### src/rtl/led_snake.sv
// 16-LED snake driver: a band of switch+1 lit LEDs rotates toward the MSB while
// the button is held; the fill term lets the band grow or shrink after a switch change.
module led_snake (
    input  logic        clk,
    input  logic        rst,
    input  logic        button,
    input  logic [2:0]  switch,
    output logic [15:0] led
);

    logic [7:0]  length;
    logic        fill;
    logic [15:0] led_p0;

    // All-ones mask of switch+1 bits; switch=7 yields 0xFF without overflow.
    function automatic logic [7:0] band_length(input logic [2:0] sel);
        logic [8:0] ones;
        ones = (9'd1 << ({6'd0, sel} + 9'd1)) - 9'd1;
        return ones[7:0];
    endfunction

    function automatic logic calc_fill(input logic [15:0] cur, input logic [7:0] len);
        return (cur[15] | cur[0]) & (cur[7:0] < len);
    endfunction

    always_comb begin
        length = band_length(switch);
        fill   = calc_fill(led_p0, length);
    end

    // Stage 0: the LED register itself; reset outranks the step enable.
    always_ff @(posedge clk) begin
        if (rst) begin
            led_p0 <= {8'h00, length};
        end else if (button) begin
            led_p0 <= {led_p0[14:0], fill};
        end
    end

    assign led = led_p0;

endmodule

### config.mk
export PLATFORM = sky130hd
export DESIGN_NAME = led_snake
export DESIGN_NICKNAME = d
export VERILOG_FILES = /design/src/rtl/led_snake.sv
export SDC_FILE = /design/constraint.sdc
export NUM_CORES = 1
export LEC_CHECK = 0
export CORE_UTILIZATION = 45
export CTS_BUF_LIST = sky130_fd_sc_hd__clkbuf_16
export CTS_CLUSTER_DIAMETER = 50
export DETAILED_ROUTE_END_ITERATION = 8
export PLACE_DENSITY = 0.75
export SYNTH_ARGS = -nofsm -noshare
export SYNTH_HDL_FRONTEND = slang
export SYNTH_SLANG_ARGS = --single-unit
### constraint.sdc
create_clock -name clk -period 3.23 [get_ports clk]
set_input_delay 0.646 -clock clk [delete_from_list [all_inputs] [get_ports clk]]
set_output_delay 0.646 -clock clk [all_outputs]
set_load 0.01 [all_outputs]
; Word-level counts from Yosys, hierarchy flattened
; Index checks and enable logic that the tools add are counted.
; W data, S select, Z words.
[word_totals]
register_bits = 16
latch_bits = 0
mem_bits_rw = 0
romBits = 0
input_bits = 6
elab_cells = 11
mem_count = 0
[classes]
n_addsub = 2
multipliers = 0
div = 0
magnitude_cmp = 1
eq_ne = 0
shifts = 1
mux = 2
n_bitwise = 2
n_reduce_logical = 1
[op_table]
columns = operator, n
row1 = $mux W8, 2
row2 = $lt A8 B8 Y1, 1
row3 = $shl A1 B4 Y8 const A, 1
row4 = $sub A8 B1 Y8 const B, 1
row5 = $add A3 B1 Y4 const B, 1
row6 = $reduce_bool A2 Y1, 1
row7 = $and A1 B1 Y1, 1
row8 = $or A1 B1 Y1, 1

; Longest topological paths before layout
[depth]
word_depth = 7
mapped_depth = 7
mapped_depth_nobuf = 6

; Least setup slack after synthesis
; No wires, ideal clock.
[synth_path]
path_type = input to register
from = input port switch[2]
to = register led_p0[0], in the netlist led[0] (data pin)
setup_ns = 0.149
t_arrival_ns = 1.944
required_time_ns = 3.081
path_slack_ns = 1.138
stages = 7
path_buffers = 1
path_cell_list = buf_2 -> or3_1 -> ha_1 -> ha_1 -> a21oi_1 -> o21ai_0 -> a2bb2oi_1
[synth_via]
elab_chain_len = 7
[synth_rtl]
columns = element, line
row1 = start: declaration, 7  ; input logic [2:0] switch,
row2 = $add A3 B1 Y4 *, 18  ; ones = (9'd1 << ({6'd0, sel} + 9'd1)) - 9'd1;
row3 = $shl A1 B4 Y8 *, 18
row4 = $sub A8 B1 Y8 *, 18
row5 = $lt A8 B8 Y1, 23  ; return (cur[15] | cur[0]) & (cur[7:0] < len);
row6 = $and A1 B1 Y1, 23
row7 = $mux W8, 35  ; end else if (button) begin
row8 = $mux W8 *, 33  ; if (rst) begin
row9 = end signal: assignment, 34  ; led_p0 <= {8'h00, length};
row10 = end signal: assignment, 36  ; led_p0 <= {led_p0[14:0], fill};
row11 = end: declaration, 13  ; logic [15:0] led_p0;
; Every way passes the cells marked *; elsewhere a longest branch is shown, timed or not. The select of a mux whose other input is x is not followed.
; A chain may end at the register's enable or synchronous reset.

; Final worst setup path
; Ends and elaborated chain as after synthesis.

==> run_results.csv <==
group,metric,value,unit
finish,fin_area,1140,sq um
floorplanning,die_h,45.2,um
timing,fin_crit,2.44,ns
route,wl_per_cell,12.8,um
floorplanning,design.portCount,22,
placement,dp_hpwl,1240,um
placement,gp_congestion,0.700,
timing,drv_slew,0,
finish,final_util,65.6,%
critical_path,cp_max_fo,10,
critical_path,critPathArrivalTime,2.53,ns
finish,seqCellArea,400,sq um
timing,timing.final.ws_setup,0.790,ns
power,peakVddDrop,449,uV
timing,whs,0.516,ns
timing,tns,0,ns
route,first_pass_iters,4,
route,dr_total_vias,651,
finish,largest_reg_flops,16,
power,power.density,507,nW/um^2
timing,finalHoldViolCount,0,
route,drc,0,
global_routing,grt_max_degree,15,
outcome,status,"finished, final reports clean",
floorplanning,rows,15,
logic_synthesis,yosys.area_share.adder,11.9,%
cts,cts_root_buffer,"clkbuf_16",
floorplanning,die_area,2050,sq um
cts,clkTransAtPathRegs,0.05,ns
global_routing,grt_pass1_vias,580,
logic_synthesis,syn_area_per_cell,10.3,sq um
cts,cts_tree,"built",
logic_synthesis,synth_mux_area_share,13.1,%
logic_synthesis,seq_area_frac_synth,47.6,%
critical_path,crit_required,3.32,ns
timing,setup_viol,0,
power,cellLeakagePower,0.486,nW
finish,final_nets,118,
critical_path,cp-end-kind,"register",
timing,worst_clock_skew,0.00114,ns
cts,clock_sink_count,16,
cts,cts_setup_buffers,0,
logic_synthesis,yosysWarnings,0,
critical_path,worst_setup_path_start_kind,"input port",
logic_synthesis,ys_ff_latch,16,
floorplanning,die_w,45.2,um
critical_path,crit_type,"in -> reg",
finish,multiInputGateArea,398,sq um
cts,h-tree-depth,1,
route,vias_per_cell,5.09,
route,drt_iter0_drc,12,
placement,placed_area,1070,sq um
global_routing,grt_util_all_layers,17.7,%
global_routing,grt_first_pass_wirelength,2570,um
logic_synthesis,synth_simple_gate_area_share,10.6,%
logic_synthesis,synthCells,82,
placement,numPortBuffers,21,
cts,cts_hold_buf,0,
timing,rsz0062_at_grt,"no",
logic_synthesis,synth_nets,96,
finish,drive_gt1_share,4.85,%
cts,clock_latency,0.24,ns
route,drt-total-wl,1640,um
logic_synthesis,synth_top_family_by_area,"multiplexers",
min_path,min_path_type,"reg -> reg",
floorplanning,core_area,1750,sq um
logic_synthesis,synthXorXnorAreaFrac,0,%
timing,finalCritPeriodShare,75.5,%
run,maxCapViolCount,0,
finish,antenna_cells,0,
placement,dp_worst_setup_slack,0.590,ns
route,drtAntennaViolNets,0,
floorplanning,start_util,48.2,%
cts,cts_buffers,3,
logic_synthesis,synth_cell_types,22,
finish,n_fill_cell,147,
critical_path,ff2ff_path_depth,4,
cts,cts_resized,0,
global_routing,overflow,0,
min_path,min_path_cells,2,
finish,area.growth.synth_to_final,36.2,%
cts,clock_path_buffers,2,
global_routing,antenna_found_initial,0,
timing,fmax,410,MHz
logic_synthesis,synth_area,841,sq um
logic_synthesis,synth_compound_area_share,11.3,%
-- cell usage after synthesis --
master	instances	share of area, %
nand2_1	2	0.89
a21o_1	1	0.89
a311oi_1	1	1.0
a32oi_1	1	1.0
edfxtp_1	8	29
conb_1	1	0.45
o2bb2ai_1	1	1.0
nand3_1	2	1.2
o21bai_1	1	0.89
inv_1	5	2.2
ha_1	8	12
dfxtp_1	8	19
nor2_1	14	6.2
nand4_1	1	0.74
a21oi_1	6	3.6
or3_1	1	0.74
buf_1	1	0.45
a2bb2oi_1	1	1.0
or2_2	1	0.74
buf_2	4	2.4
o21ai_0	3	1.8
mux2i_1	11	13
-- stage by stage --
stage,power (mW),instances
5_1_grt,0.610,128
2_1_floorplan,0.300,82
3_3_place_gp,0.341,124
4_1_cts,0.586,128
3_5_place_dp,0.344,124
6_report,0.580,128
-- worst max-delay path, cell delays in order --
cell	delay, ns
clkdlybuf4s50_1	0.56
or3_1	0.41
ha_1	0.30
ha_1	0.23
a21oi_1	0.15
o21ai_0	0.09
a2bb2oi_1	0.14
-- area by class of cell --
cell class              instances  area share (%)
flip-flops and latches         16            35.0
clock inverters                 1           0.328
repair buffers                 22            19.0
inverters                       5            1.64
clock buffers                   3            6.56
multi-input cells              56            34.8
well taps                      25            2.73
-- cell usage in the layout, fill, tap and decap left out, drive strengths merged --
| cell | count |
|---|---|
| nand2 | 2 |
| clkbuf | 3 |
| mux2i | 11 |
| a2bb2oi | 1 |
| a32oi | 1 |
| a311oi | 1 |
| edfxtp | 8 |
| dfxtp | 8 |
| inv | 5 |
| o21bai | 1 |
| nand4 | 1 |
| buf | 1 |
| ha | 8 |
| o21ai | 3 |
| o2bb2ai | 1 |
| clkdlybuf4s50 | 21 |
| nor2 | 14 |
| a21o | 1 |
| or2 | 1 |
| nand3 | 2 |
| or3 | 1 |
| clkinv | 1 |
| a21oi | 6 |
| conb | 1 |
-- power by group --
| group | total (mW) | internal (mW) | leakage, nW | switching (mW) |
|---|---|---|---|---|
| logic | 0.0990 | 0.0529 | 0.302 | 0.0461 |
| registers | 0.242 | 0.230 | 0.145 | 0.0117 |
| clock network | 0.239 | 0.164 | 0.0385 | 0.0749 |
| total | 0.580 | 0.447 | 0.486 | 0.133 |
-- final timing paths --
kind                            startpoint     end  slack [ns]
worst min-delay path                led[8]  led[8]        0.52
worst max-delay path             switch[2]  led[0]        0.79
worst min register to register      led[8]  led[8]        0.52
worst max register to register      led[5]  led[0]        1.64
-- kinds of logic (layout without fill, tap and decap cells) --
family / Yosys count / after routing
AND/OR/NAND/NOR: 21 / 21
other: 1 / 1
flip-flops: 16 / 16
multiplexers: 11 / 11
AO/OA/AOI/OAI: 15 / 15
adder cells (fa/ha/maj): 8 / 8
buffers and inverters: 10 / 31
-- per-layer routing --
layer	share of wire (%)	GRT usage (%)	wire length [um]	up-vias
met5	0	0	0	-
met4	0	1.82	0	0
met3	3.7	4.80	61	0
met2	52	32.5	850	13
met1	44	21.2	726	304
li1	-	-	-	334
Note: power is estimated with default switching activity, not from simulation.
